### src/rtl/cp0_ext.sv
// cp0_ext: MIPS-style coprocessor 0 subset (BadVAddr, Count, Compare, Status, Cause, EPC).
// Optional feature macro: CP0_TIMER_INT_EN adds the Compare register and the Cause.TI timer interrupt.
// Without it Compare reads 0, writes are ignored, TI is constant 0 and Count still runs.
module cp0_ext #(
   parameter int WIDTH      = 32,
   parameter int HW_INT_NUM = 6,
   parameter int COUNT_DIV  = 2
) (
   input  logic                  clk,
   input  logic                  rst,
   input  logic                  mtc0_we,
   input  logic [4:0]            mtc0_addr,
   input  logic [WIDTH-1:0]      mtc0_wdata,
   input  logic [4:0]            mfc0_addr,
   output logic [WIDTH-1:0]      mfc0_rdata,
   input  logic [HW_INT_NUM-1:0] hw_int,
   input  logic                  exc_valid,
   input  logic [4:0]            exc_code,
   input  logic                  exc_bd,
   input  logic [WIDTH-1:0]      exc_pc,
   input  logic                  exc_badv_we,
   input  logic [WIDTH-1:0]      exc_badvaddr,
   input  logic                  eret,
   output logic                  int_req,
   output logic [WIDTH-1:0]      status_out,
   output logic [WIDTH-1:0]      cause_out,
   output logic [WIDTH-1:0]      epc_out
);

   localparam int DIV_W = (COUNT_DIV > 1) ? $clog2(COUNT_DIV) : 1;

   logic             ie_q, ie_d;
   logic             exl_q, exl_d;
   logic [7:0]       im_q, im_d;
   logic             bd_q, bd_d;
   logic [1:0]       swIp_q, swIp_d;
   logic [5:0]       hwIp_q, hwIp_d;
   logic [4:0]       excCode_q, excCode_d;
   logic [WIDTH-1:0] epc_q, epc_d;
   logic [WIDTH-1:0] badVAddr_q, badVAddr_d;
   logic [WIDTH-1:0] count_q, count_d;
   logic [DIV_W-1:0] divCnt_q, divCnt_d;
   logic             intReq_q, intReq_d;
   logic             tiBit;
   logic [7:0]       ip;
   logic [WIDTH-1:0] compareWord;
   logic             wrStatus, wrCause, wrEpc, wrCount, wrCompare;
   logic             divWrap;

`ifdef CP0_TIMER_INT_EN
   logic [WIDTH-1:0] compare_q, compare_d;
   logic             ti_q, ti_d;
   assign tiBit       = ti_q;
   assign compareWord = compare_q;
`else
   assign tiBit       = 1'b0;
   assign compareWord = '0;
`endif

   // Software writes lose to exception/eret only on the registers those events touch
   assign wrStatus  = mtc0_we && (mtc0_addr == 5'd12) && !exc_valid && !eret;
   assign wrCause   = mtc0_we && (mtc0_addr == 5'd13) && !exc_valid;
   assign wrEpc     = mtc0_we && (mtc0_addr == 5'd14) && !exc_valid;
   assign wrCount   = mtc0_we && (mtc0_addr == 5'd9);
   assign wrCompare = mtc0_we && (mtc0_addr == 5'd11);
   assign divWrap   = (divCnt_q == DIV_W'(COUNT_DIV - 1));

   // IP7 is shared between the timer and hardware line 5
   assign ip = {tiBit | hwIp_q[5], hwIp_q[4:0], swIp_q};

   // Assemble the architecturally visible Status/Cause/EPC words
   always_comb begin
      status_out     = '0;
      status_out[22] = 1'b1;
      status_out[15:8] = im_q;
      status_out[1]  = exl_q;
      status_out[0]  = ie_q;
      cause_out      = '0;
      cause_out[31]  = bd_q;
      cause_out[30]  = tiBit;
      cause_out[15:8] = ip;
      cause_out[6:2] = excCode_q;
      epc_out        = epc_q;
   end

   // Register read mux; reflects state before the current edge
   always_comb begin
      mfc0_rdata = '0;
      case (mfc0_addr)
         5'd8:    mfc0_rdata = badVAddr_q;
         5'd9:    mfc0_rdata = count_q;
         5'd11:   mfc0_rdata = compareWord;
         5'd12:   mfc0_rdata = status_out;
         5'd13:   mfc0_rdata = cause_out;
         5'd14:   mfc0_rdata = epc_out;
         default: mfc0_rdata = '0;
      endcase
   end

   // Next-state for all CP0 registers: exception beats eret beats software write
   always_comb begin
      ie_d       = ie_q;
      exl_d      = exl_q;
      im_d       = im_q;
      bd_d       = bd_q;
      swIp_d     = swIp_q;
      excCode_d  = excCode_q;
      epc_d      = epc_q;
      badVAddr_d = badVAddr_q;
      count_d    = count_q;
      divCnt_d   = divCnt_q;
      hwIp_d     = '0;
      for (int i = 0; i < HW_INT_NUM; i++) begin
         hwIp_d[i] = hw_int[i];
      end
      if (wrCount) begin
         count_d  = mtc0_wdata;
         divCnt_d = '0;
      end else if (divWrap) begin
         count_d  = count_q + WIDTH'(1);
         divCnt_d = '0;
      end else begin
         divCnt_d = divCnt_q + DIV_W'(1);
      end
      if (wrStatus) begin
         im_d  = mtc0_wdata[15:8];
         exl_d = mtc0_wdata[1];
         ie_d  = mtc0_wdata[0];
      end
      if (wrCause) begin
         swIp_d = mtc0_wdata[9:8];
      end
      if (wrEpc) begin
         epc_d = mtc0_wdata;
      end
      if (exc_valid) begin
         excCode_d = exc_code;
         if (!exl_q) begin
            exl_d = 1'b1;
            bd_d  = exc_bd;
            epc_d = exc_bd ? (exc_pc - WIDTH'(4)) : exc_pc;
         end
         if (exc_badv_we) begin
            badVAddr_d = exc_badvaddr;
         end
      end else if (eret) begin
         exl_d = 1'b0;
      end
      intReq_d = ie_q & ~exl_q & (|(ip & im_q));
   end

`ifdef CP0_TIMER_INT_EN
   // Timer match sets TI; a Compare write clears it and wins over a same-cycle match
   always_comb begin
      compare_d = compare_q;
      ti_d      = ti_q;
      if (wrCompare) begin
         compare_d = mtc0_wdata;
         ti_d      = 1'b0;
      end else if (count_q == compare_q) begin
         ti_d = 1'b1;
      end
   end

   // Timer state registers
   always_ff @(posedge clk or posedge rst) begin
      if (rst) begin
         compare_q <= '0;
         ti_q      <= 1'b0;
      end else begin
         compare_q <= compare_d;
         ti_q      <= ti_d;
      end
   end
`else
   logic unusedCompareWr;
   assign unusedCompareWr = wrCompare;
`endif

   // Core CP0 state registers
   always_ff @(posedge clk or posedge rst) begin
      if (rst) begin
         ie_q       <= 1'b0;
         exl_q      <= 1'b0;
         im_q       <= '0;
         bd_q       <= 1'b0;
         swIp_q     <= '0;
         hwIp_q     <= '0;
         excCode_q  <= '0;
         epc_q      <= '0;
         badVAddr_q <= '0;
         count_q    <= '0;
         divCnt_q   <= '0;
         intReq_q   <= 1'b0;
      end else begin
         ie_q       <= ie_d;
         exl_q      <= exl_d;
         im_q       <= im_d;
         bd_q       <= bd_d;
         swIp_q     <= swIp_d;
         hwIp_q     <= hwIp_d;
         excCode_q  <= excCode_d;
         epc_q      <= epc_d;
         badVAddr_q <= badVAddr_d;
         count_q    <= count_d;
         divCnt_q   <= divCnt_d;
         intReq_q   <= intReq_d;
      end
   end

   assign int_req = intReq_q;

endmodule

### config.mk
export PLATFORM = sky130hd
export DESIGN_NAME = cp0_ext
export DESIGN_NICKNAME = d
export VERILOG_FILES = /design/src/rtl/cp0_ext.sv
export SDC_FILE = /design/constraint.sdc
export NUM_CORES = 1
export LEC_CHECK = 0
export BUFFER_PORTS_ARGS = -buffer_cell sky130_fd_sc_hd__buf_2
export CORE_MARGIN = 2
export CORE_UTILIZATION = 51
export DETAILED_ROUTE_END_ITERATION = 6
export PLACE_DENSITY = 0.9
export SLEW_MARGIN = 20
export SYNTH_ARGS = -nofsm -noshare
export SYNTH_HDL_FRONTEND = slang
export SYNTH_SLANG_ARGS = --single-unit
### constraint.sdc
create_clock -name clk -period 5.3 [get_ports clk]
set_input_delay 0.795 -clock clk [delete_from_list [all_inputs] [get_ports clk]]
set_output_delay 0.795 -clock clk [all_outputs]
set_load 0.05 [all_outputs]
==> results of run 1 <==
## through the flow
| step | setup WS [ns] | power, uW | cell area (sq um) | std cells |
|---|---|---|---|---|
| after floorplan | 1.26 | 1920 | 7340 | 781 |
| after global placement | 1.52 | 2170 | 8220 | 1097 |
| after detailed placement | 1.45 | 2190 | 8220 | 1097 |
| after CTS | 1.45 | 3220 | 8740 | 1128 |
| after global routing | 1.23 | 3350 | 8760 | 1130 |
| final | 1.41 | 3230 | 8760 | 1130 |
## kinds of logic (layout without fill, tap and decap cells)
logic type      Yosys count  count (layout)  synth area share (%)
other cells               2              41                 0.104
xor+xnor                 58              58                  7.06
mux                     106             106                  15.7
simple gates            220             220                  16.1
buf+inv                  94             262                  7.34
compound gates          139             139                  11.0
flops                   122             122                  42.4
fa+ha+maj                 2               2                 0.348
## registers in the layout, summed over array words and instances (netlist names)
signal and count:
excCode_q 5, bd_q 1, hwIp_q 6, ie_q 1
exl_q 1, divCnt_q 1, count_q 32, im_q 8
epc_out 32, swIp_q 2, int_req 1, badVAddr_q 32
## critical path: stages
cell and delay (ns):
buf_2 0.74, nand2_1 0.10, nor3_1 0.57, buf_4 0.31, a22oi_1 0.11, o21ai_0 0.14
buf_2 0.32
## layout make-up
type | count | area share [%]
repair buffers | 220 | 12.9
multi-input cells | 565 | 43.2
flip-flops and latches | 122 | 34.9
diodes | 1 | 0.0286
clock inverters | 2 | 0.114
inverters | 11 | 0.500
well taps | 180 | 2.57
clock buffers | 29 | 5.83
## cell usage in the layout (no fill, tap or decap), types with 7 or more instances in the layout
master / n
nor4_1: 8
clkbuf_1: 8
o21ai_1: 13
o21ai_0: 61
nand2_1: 78
inv_1: 10
nor2_1: 30
mux2i_1: 53
clkbuf_16: 17
and2_1: 16
buf_4: 7
nand3_1: 15
a211oi_1: 17
xor2_1: 36
nor3_1: 14
xnor2_1: 22
a22oi_1: 8
buf_2: 212
mux2_2: 50
conb_1: 40
dfrtp_1: 122
nand4_1: 15
a21oi_1: 29
## worst paths after layout
path	to	slack [ns]	depth (start not counted)
max	mfc0_rdata[5]	1.41	7
min	hwIp_q[3]	0.48	1
max reg2reg	count_q[25]	3.06	5
min reg2reg	badVAddr_q[26]	0.51	1
max in group asynchronous	epc_out[28]	3.55	3
min in group asynchronous	hwIp_q[5]	0.59	2
## report_power, final
group | switching, uW | internal (uW) | total [uW]
clock | 389 | 643 | 1030
sequential | 214 | 1100 | 1320
combinational | 598 | 284 | 882
total | 1200 | 2030 | 3230
## per-layer routing
metal  vias to the layer above  part of all wire (%)
met5                         -                     0
li1                       2938                     -
met4                         0                   2.7
met2                       399                    46
met3                        59                   9.6
met1                      3122                    42
==> flow_summary.ini, run 1 <==
[cts]
htreeDepth = 4
worstSkewPairLatency_ns = 0.42
cts_setup_buffers = 0
cts_tree = built
clock_path_buffers = 2
clock_sinks = 122
cts_root_buf = clkbuf_16
cts-resized-gates = 0
cts_buffers = 17
cts_hold_buffers = 0
clk_pin_slew_worst_paths_ns = 0.05

[yosys]
ys_types = 56
synth-edff-count = 0
async_flop_share_pct = 100
avgSynthCellArea_sq_um = 9.69
synth_flop_cell = dfrtp_1
synth_cells = 743
syn-cell-area_sq_um = 7200
synth_top_area_cell = dfrtp_1
synth_area_leaders = dfrtp_1 42%, mux2_2 7.8%, mux2i_1 7.4%, buf_4 4.5%, xor2_1 4.4%
ys_seq_area_share_pct = 42.4
synth_common_cells = 122 x dfrtp_1, 78 x nand2_1, 61 x o21ai_0
ys_ff_latch = 122
yosysMostFrequentCell = dfrtp_1
synth_top_area_share_pct = 42.4
ys_warn_count = 0

[final_layout]
final_core_util_pct = 63.4
drive_above_1_share_pct = 32.8
nets = 1063
multi_input_area_sq_um = 3780
syn_to_final_growth_pct = 21.7
final-seq-area_sq_um = 3050
fillers = 1130

[critical_path]
cp.arrival_ns = 3.10
required_ns = 4.51
crit_type = in2out
path_max_fanout = 34
critical_path.startpoint = mfc0_addr[0]
startpoint_type = input port
r2r-start = count_q[15]
end_kind = output port

[grt]
antenna_found_initial = 1
grt_start_max_net_pins = 79
grt_pass1_vias = 6051
grt_pass1_wl_mm = 33.6
grt_util_met1_pct = 42.3
grt-busiest-layer = met2
met3_usage_pct = 7.20
grt_overflow = 0
use_met2_pct = 45.0
grt_usage_pct = 30.0

[flow_run]
drv_cap = 0

[die]
die_x_um = 123
fp-row-count = 43
dieArea_sq_um = 15100
die_y_um = 123
core_region_area_sq_um = 13800
initial_core_util_pct = 52.1
pin_count = 253

[hold_path]
hold_class = in2reg
min_from = hw_int[3]

[routing]
drt_wl_total_mm = 22.6
drt_iter0_drc = 650
vias = 6518
drc_errors = 0
antenna_left = 0
wl_per_cell_um = 20.0
firstDrtPassIters = 5
vias_per_cell = 5.77

[outcome]
status = completed

[sta]
max-slew-margin-rel_pct = 33.6
period_minus_slack_ns = 3.89
fin_hold_ws_ns = 0.479
rsz0062_at_grt = no
maxSlewViolCount = 0
setup_viol = 0
tns_ns = 0
hold_violations = 0
period_share_pct = 73.4
max_freq_ghz = 0.257
worstMarginPinSlew_ns = 0.996
finalClockSkew_ns = 0.00812

[placement]
port_buffers = 212
dpl.hpwl_mm = 16.9
gp_congestion = 1.00

[power]
power.density_nw_per_um2 = 369
max-vdd-ir-drop_v = 0.000209
power.leakage_uw = 0.00393
Power figures use the tool's default switching activity.
==> run 2, diff against run 1 <==
Settings changed: ABC_AREA set to 1, CORE_UTILIZATION 51 to 47, PLACE_DENSITY 0.9 to 0.87.
Clock period 5.3 ns to 3.45 ns, I/O delays scaled along.
==> run 2 against run 1 <==
  * Sequential cell count stayed put
  * Cell count rose by 32%
  * Clock power is 98% higher
  * Synthesized cell count up 41%
  * Routed wire length grew 22%
  * Clock skew increased by 0.0015 ns
  * Worst setup slack worse by 0.65 ns
  * Register-to-register slack worse by 1.4 ns
  * Critical path depth increased by 4
  * Sequential power increased by 70%
  * Clock-buffer cell count decreased by 9
  * Combinational power increased by 140%
  * Critical endpoint is now mfc0_rdata[1]
==> flow_summary.ini, run 2 <==
[routing]
vias = 8116
route.met2.wl_mm = 12.8
vias_per_cell = 5.46
top_layer = met4
drt_wl_total_mm = 27.5
drc_errors = 0
met1_length_mm = 11.3
wl_per_cell_um = 18.5
firstDrtPassIters = 6
antenna_left = 0
drt_iter0_drc = 782
met3_length_mm = 2.51

[final_layout]
drive_above_1_share_pct = 26.5
mostFrequentLayoutCells = 257 x nand2_1, 212 x buf_2, 133 x inv_1, 122 x dfrtp_1, 78 x nor2_1
syn_to_final_growth_pct = 22.1
mostFrequentLayoutCell = nand2_1
fillers = 1510
final_core_util_pct = 58.4
num_antenna_cells = 0
nets = 1379

[sta]
rsz0062_at_grt = no
setup_viol = 0
worstMarginPinSlew_ns = 0.713
finalClockSkew_ns = 0.00959
maxSlewViolCount = 0
tns_ns = 0
max_freq_ghz = 0.372
period_share_pct = 77.9
max-slew-margin-rel_pct = 52.4
period_minus_slack_ns = 2.69
setup_slack_ns = 0.762
hold_violations = 0

[cts]
cts_hold_buffers = 0
htreeDepth = 4
cts-resized-gates = 0
cts_root_buf = clkbuf_16
cts_buffers = 17
clock_path_buffers = 2
cts_tree = built
clk_pin_slew_worst_paths_ns = 0.06
worstSkewPairLatency_ns = 0.43
clock_sinks = 122
cts_setup_buffers = 0

[yosys]
synth_area_leaders = dfrtp_1 39%, nand2_1 12%, inv_1 6.4%, o21ai_0 4.6%, buf_4 4.2%
ys_types = 47
synth_cells = 1050
synth-edff-count = 0
ys_seq_area_share_pct = 38.7
synthMuxAreaShare_pct = 3.99
synth-compound-area-share_pct = 13.9
synth_fa_ha_area_share_pct = 0.317
synth_top_area_share_pct = 38.7
synth_common_cells = 257 x nand2_1, 134 x inv_1, 122 x dfrtp_1
synth_xor_area_share_pct = 2.66
synth_top_family_by_area = simple AND/OR/NAND/NOR gates
synthSimpleGateAreaFrac_pct = 27.3
ys_warn_count = 0
avgSynthCellArea_sq_um = 7.52
synth_flop_cell = dfrtp_1
ys_ff_latch = 122
synth_top_area_cell = dfrtp_1
syn-cell-area_sq_um = 7900
async_flop_share_pct = 100
yosysMostFrequentCell = nand2_1

[critical_path]
cpPeakStageDelay_ns = 0.46
cp.buffers_inverters = 4
cp_common_cell = nand2_1
end_kind = output port
path_cells = buf_2, inv_1, nand2_1, nor2_1, nand2_1, inv_2, nand2_1, o21ai_0, a21oi_1, o21ai_0, buf_2
cp.arrival_ns = 2.17
startpoint_type = input port
crit_family = buffers and inverters
cpMaxStageDelayCell = inv_2
path_max_fanout = 28
crit_type = in2out
required_ns = 2.93

[die]
fp-row-count = 47
core_region_area_sq_um = 16500
die_x_um = 134
pin_count = 253
dieArea_sq_um = 17900
die_y_um = 134
initial_core_util_pct = 47.8

[power]
power.density_nw_per_um2 = 668
max-vdd-ir-drop_v = 0.000365
power.leakage_uw = 0.00486
power_uw = 6440

[placement]
dp_slack_ns = 0.807
dpl.hpwl_mm = 20.9
port_buffers = 212
gp_congestion = 0.958

[grt]
grt_pass1_vias = 7772
grt_pass1_wl_mm = 42.2
grt_start_max_net_pins = 123
grt_overflow = 0
antenna_found_initial = 0
grt_usage_pct = 30.7

[outcome]
status = completed

[flow_run]
drv_cap = 0

[hold_path]
hold_class = in2reg
[run 2: cell count changes after synthesis, moves of 19 or more]
cell / change
nand3_1: +38
nor2_1: +47
mux2_2: -22
inv_1: +123
o211ai_1: +19
mux2i_1: -53
nand2_1: +179
[run 2: cell families (layout without fill, tap and decap cells)]
| kind of cell | Yosys count | count (layout) |
|---|---|---|
| mux | 28 | 28 |
| other cells | 2 | 40 |
| compound gates | 184 | 184 |
| flops | 122 | 122 |
| simple gates | 468 | 468 |
| xor+xnor | 24 | 24 |
| buf+inv | 220 | 398 |
| fa+ha+maj | 2 | 2 |
[run 2: stage by stage]
| step | area (sq um) | hold WS, ns | instances |
|---|---|---|---|
| 2_1_floorplan | 8040 | 0.476 | 1088 |
| 4_1_cts | 9640 | 0.177 | 1486 |
| 3_3_place_gp | 8980 | 0.488 | 1454 |
| 6_report | 9640 | 0.191 | 1486 |
| 3_5_place_dp | 8980 | 0.494 | 1454 |
| 5_1_grt | 9640 | 0.186 | 1486 |
[run 2: final cells by class]
type                       count  area (sq um)  area share, %
timing repair buffer         221          1140           11.8
inverter                     145           549           5.70
tap                          220           275           2.85
clock buffer                  20           447           4.63
multi-input combinational    746          3960           41.1
clock inverter                12           219           2.27
sequential                   122          3050           31.7
[run 2: power breakdown]
group	switching, uW	internal, uW
sequential	449	1800
combinational	1580	566
clock	673	1370
[run 2: routing by layer]
| metal | GRT usage [%] | vias to the layer above |
|---|---|---|
| li1 | - | 3772 |
| met1 | 40.7 | 3824 |
| met2 | 49.0 | 451 |
| met3 | 6.47 | 69 |
| met4 | 12.9 | 0 |
| met5 | 0 | - |
[run 2: worst paths after layout]
kind / startpoint / end / slack [ns] / cells after the start
worst max register to register: count_q[0] / count_q[22] / 1.71 / 9
worst min register to register: badVAddr_q[22] / badVAddr_q[22] / 0.51 / 1
min in group asynchronous: rst / badVAddr_q[3] / 0.26 / 3
worst min-delay path: hw_int[4] / hwIp_q[4] / 0.19 / 1
max in group asynchronous: rst / epc_out[25] / 2.67 / 3
worst max-delay path: mfc0_addr[4] / mfc0_rdata[1] / 0.76 / 11
